[src/rtl/reg_dia_cnt.sv]
// Day-of-week register/counter for the RTC datapath: advances on rollover ticks,
// accepts user up/down steps and range-checked direct loads, drives a gated day code.
module reg_dia_cnt #(
    parameter int unsigned NUM_DAYS   = 7,
    parameter int unsigned OUT_W      = 8,
    parameter int unsigned FIRST_CODE = 1,
    parameter int unsigned RESET_IDX  = 0,
    localparam int unsigned IDX_W     = $clog2(NUM_DAYS)
) (
    input  logic             clk,
    input  logic             reset,
    input  logic             EN,
    input  logic             inc,
    input  logic             dec,
    input  logic             ld,
    input  logic [IDX_W-1:0] ld_val,
    output logic [IDX_W-1:0] dia_idx,
    output logic [OUT_W-1:0] dia_code,
    output logic             wrap,
    output logic             ld_err
);

    // One extra bit so NUM_DAYS itself is representable for the range compare.
    localparam logic [IDX_W:0]   NUM_DAYS_W = (IDX_W+1)'(NUM_DAYS);
    localparam logic [IDX_W-1:0] LAST_IDX   = IDX_W'(NUM_DAYS - 1);
    localparam logic [IDX_W-1:0] RST_IDX    = IDX_W'(RESET_IDX);
    localparam logic [OUT_W-1:0] CODE_BASE  = OUT_W'(FIRST_CODE);

    logic [IDX_W-1:0] dia_idx_q, dia_idx_d;
    logic             wrap_q, wrap_d;
    logic             ld_err_q, ld_err_d;

    // Next-state: ld beats a single-direction step; inc+dec together cancel.
    always_comb begin
        dia_idx_d = dia_idx_q;
        wrap_d    = 1'b0;
        ld_err_d  = 1'b0;
        if (ld) begin
            if ({1'b0, ld_val} < NUM_DAYS_W) begin
                dia_idx_d = ld_val;
            end else begin
                ld_err_d = 1'b1;
            end
        end else if (inc ^ dec) begin
            if ({1'b0, dia_idx_q} >= NUM_DAYS_W) begin
                dia_idx_d = '0;
            end else if (inc) begin
                if (dia_idx_q == LAST_IDX) begin
                    dia_idx_d = '0;
                    wrap_d    = 1'b1;
                end else begin
                    dia_idx_d = dia_idx_q + IDX_W'(1);
                end
            end else begin
                if (dia_idx_q == '0) begin
                    dia_idx_d = LAST_IDX;
                    wrap_d    = 1'b1;
                end else begin
                    dia_idx_d = dia_idx_q - IDX_W'(1);
                end
            end
        end
    end

    always_ff @(posedge clk) begin
        if (reset) begin
            dia_idx_q <= RST_IDX;
            wrap_q    <= 1'b0;
            ld_err_q  <= 1'b0;
        end else begin
            dia_idx_q <= dia_idx_d;
            wrap_q    <= wrap_d;
            ld_err_q  <= ld_err_d;
        end
    end

    assign dia_idx  = dia_idx_q;
    assign wrap     = wrap_q;
    assign ld_err   = ld_err_q;
    assign dia_code = EN ? (CODE_BASE + OUT_W'(dia_idx_q)) : '0;

endmodule

[config.mk]
export PLATFORM = sky130hd
export DESIGN_NAME = reg_dia_cnt
export DESIGN_NICKNAME = d
export VERILOG_FILES = /design/src/rtl/reg_dia_cnt.sv
export SDC_FILE = /design/constraint.sdc
export NUM_CORES = 1
export LEC_CHECK = 0
export CAP_MARGIN = 20
export CORE_MARGIN = 2
export CORE_UTILIZATION = 30
export CTS_CLUSTER_SIZE = 24
export DETAILED_ROUTE_END_ITERATION = 7
export GPL_TIMING_DRIVEN = 0
export SLEW_MARGIN = 25
export SYNTH_ARGS = -nofsm -noshare
export SYNTH_HDL_FRONTEND = slang
export SYNTH_SLANG_ARGS = --single-unit
export TNS_END_PERCENT = 30
[constraint.sdc]
create_clock -name clk -period 1.8 [get_ports clk]
set_input_delay 0.18 -clock clk [delete_from_list [all_inputs] [get_ports clk]]
set_output_delay 0.18 -clock clk [all_outputs]
set_load 0.02 [all_outputs]
==> impl_metrics.py <==
metrics = {
    "timing": {
        "slew_viol_final": 0,
        "finalSetupViolations": 0,
        "period_share_pct": 99.7,
        "fmax_ghz": 0.557,
        "fin_setup_tns_ns": 0,
        "hold_violations": 0,
        "skew_ns": 0.00566,
        "min_period_ns": 1.79,
        "rsz0062_at_grt": "yes",
    },
    "pwr": {
        "pwr_density_cell_nw_per_um2": 657,
        "leakage_nw": 0.302,
        "vdd_ir_drop_max_v": 0.000185,
    },
    "clocking": {
        "cts_root_buffer": "clkbuf_4",
        "h-tree-depth": 1,
        "tritoncts": "yes",
        "post-cts-setup-buffer-count": 0,
        "clockBufferDepth": 2,
        "cts_sinks": 5,
        "cts.hold.buffers_added": 0,
        "clock_latency_ns": 0.25,
        "clk_pin_slew_worst_paths_ns": 0.04,
        "numCtsBuffers": 3,
    },
    "synth": {
        "synthAdderAreaFrac_pct": 16.4,
        "ys_warn_count": 0,
        "synthMuxAreaShare_pct": 3.28,
        "syn_area_um2": 458,
        "synth-xor-area-share_pct": 1.91,
        "synth-simple-area-share_pct": 24.0,
        "synthDistinctLibCells": 27,
        "netlist_instances": 55,
        "synth.ff_latch_count": 5,
        "synth_top_family_by_area": "simple AND/OR/NAND/NOR gates",
        "ys_seq_area_share_pct": 21.9,
        "synth_compound_area_share_pct": 19.4,
        "synth.avg_cell_area_um2": 8.33,
    },
    "place": {
        "place.gp.congestion": 0.710,
        "dp_hpwl_um": 799,
        "io_buffers": 16,
        "postPlaceCellArea_um2": 651,
    },
    "floorplanning": {
        "die-area_um2": 1860,
        "die_w_um": 43.1,
        "num_rows": 14,
        "die_y_um": 43.1,
        "pin_count": 22,
        "coreArea_um2": 1470,
        "start_util_pct": 31.1,
    },
    "global_routing": {
        "grt_pass1_vias": 411,
        "grt_pass1_wl_um": 1700,
        "grt_antenna_before_repair": 0,
        "track_usage_pct": 12.3,
        "gr-total-overflow": 0,
        "grt_start_max_net_pins": 11,
    },
    "drt": {
        "drtAntennaViolNets": 0,
        "routed.top_layer": "met4",
        "wl_met3_um": 63,
        "drc_errors": 0,
        "m1WireLength_um": 480,
        "first_iter_violations": 4,
        "via_count": 455,
        "dr_wl_met2_um": 456,
        "vias_per_cell": 4.84,
        "wl_per_cell_um": 10.8,
        "wl_um": 1010,
        "first_pass_iters": 2,
    },
    "worst_setup_path": {
        "worstPathRequired_ns": 1.62,
        "startpoint_type": "register",
        "path_cells": "and4_1 > clkdlybuf4s50_1",
        "crit_start": "dia_idx[2]$_SDFFE_PP0P_",
        "crit_type": "reg2out",
        "endpoint_kind": "output port",
        "r2r-start": "dia_idx[1]$_SDFFE_PP0P_",
        "cp_max_fo": 10,
        "cp_data_arrival_time_ns": 1.61,
        "cpMaxStageDelayCell": "clkdlybuf4s50_1",
        "max_stage_delay_ns": 0.60,
    },
    "outcome": {
        "status": "complete, no violations",
    },
    "layout": {
        "antenna_cells": 0,
        "finalInstanceArea_um2": 691,
        "drive_above_1_share_pct": 20.5,
        "final_common_cell": "clkdlybuf4s50_1",
        "area_growth_pct": 50.8,
        "final_cell_mix": "clkdlybuf4s50_1, nand2_1, ha_1",
        "fin_nets": 94,
    },
    "min_path": {
        "min-delay-path-class": "in2reg",
        "min-delay-start": "inc",
    },
    "flow_run": {
        "drv_cap": 0,
    },
}
## critical path, delay by kind of cell, from the launching register on
| family | cells | cell delay [ns] |
|---|---|---|
| simple gates | 1 | 0.24 |
| buf+inv | 1 | 0.60 |
| flops | 1 | 0.53 |
## area by class of cell
cell class / count / area (um^2)
plain buffers: 5 / 41.3
clock buffers: 4 / 26.3
fillers: 161 / 781
inverters: 4 / 15.0
multi-input cells: 44 / 325
flip-flops and latches: 5 / 105
well taps: 16 / 20.0
repair buffers: 16 / 158
## power breakdown
part	total [mW]	switching, mW	internal, mW
Sequential	0.141	0.0198	0.121
Clock	0.133	0.0489	0.0840
Combinational	0.180	0.0899	0.0901
## path summary, 6_finish.rpt
check                                               end  slack [ns]  depth (start not counted)
worst max-delay path                        dia_code[3]       0.006                          2
worst min-delay path            dia_idx[2]$_SDFFE_PP0P_        0.33                          4
worst max register to register  dia_idx[0]$_SDFFE_PP0P_        0.09                          6
worst min register to register  dia_idx[1]$_SDFFE_PP0P_        0.56                          2
## layer usage
| metal | vias to the layer above | GRT usage [%] |
|---|---|---|
| li1 | 233 | - |
| met3 | 2 | 3.40 |
| met2 | 17 | 18.8 |
| met1 | 203 | 14.6 |
| met5 | - | 0 |
| met4 | 0 | 9.09 |
## timing repair
action / 4_1_cts / 5_1_grt
gates cloned: 0 / 0
setup endpoints to repair: 3 / 4
resized for setup: 3 / 3
## metrics by stage
stage	setup slack, ns	hold slack (ns)	utilization [%]	cells	total power [mW]
detailed placement	0.00797	0.551	44.2	90	0.322
global route	-0.0772	0.361	46.9	94	0.487
global placement	0.0271	0.556	44.2	90	0.320
floorplan	0.0291	0.240	-	58	0.252
CTS	0.00311	0.292	45.9	94	0.455
finish	0.00556	0.333	46.9	94	0.454
## cells by family after synthesis
| family | after synthesis |
|---|---|
| mux | 1 |
| flops | 5 |
| fa+ha+maj | 6 |
| other cells | 1 |
| xor+xnor | 1 |
| buf+inv | 9 |
| compound gates | 10 |
| simple gates | 22 |
## cell usage after synthesis
cell type | count | area, um^2
a21boi_2 | 1 | 11.3
nor2b_1 | 1 | 6.26
nand3_1 | 1 | 5.00
nor4_1 | 1 | 6.26
mux2_4 | 1 | 15.0
inv_1 | 4 | 15.0
a221oi_2 | 1 | 15.0
o22ai_1 | 1 | 6.26
buf_6 | 1 | 11.3
and4_1 | 1 | 8.76
or4_1 | 1 | 7.51
a311oi_2 | 1 | 15.0
buf_4 | 4 | 30.0
xnor2_1 | 1 | 8.76
o21ai_1 | 1 | 5.00
a311oi_1 | 3 | 26.3
dfxtp_1 | 5 | 100
conb_1 | 1 | 3.75
nand4_1 | 1 | 6.26
or2b_1 | 1 | 7.51
and2_1 | 2 | 12.5
a21oi_1 | 1 | 5.00
o21ai_0 | 1 | 5.00
ha_1 | 6 | 75.1
nor2_1 | 4 | 15.0
nand2_1 | 8 | 30.0
nor3_1 | 1 | 5.00
## registers in the layout, summed over array words and instances, names as in the netlist
name	cells
dia_idx	3
ld_err	1
wrap	1
No activity file was read; power rests on OpenSTA's default activity.
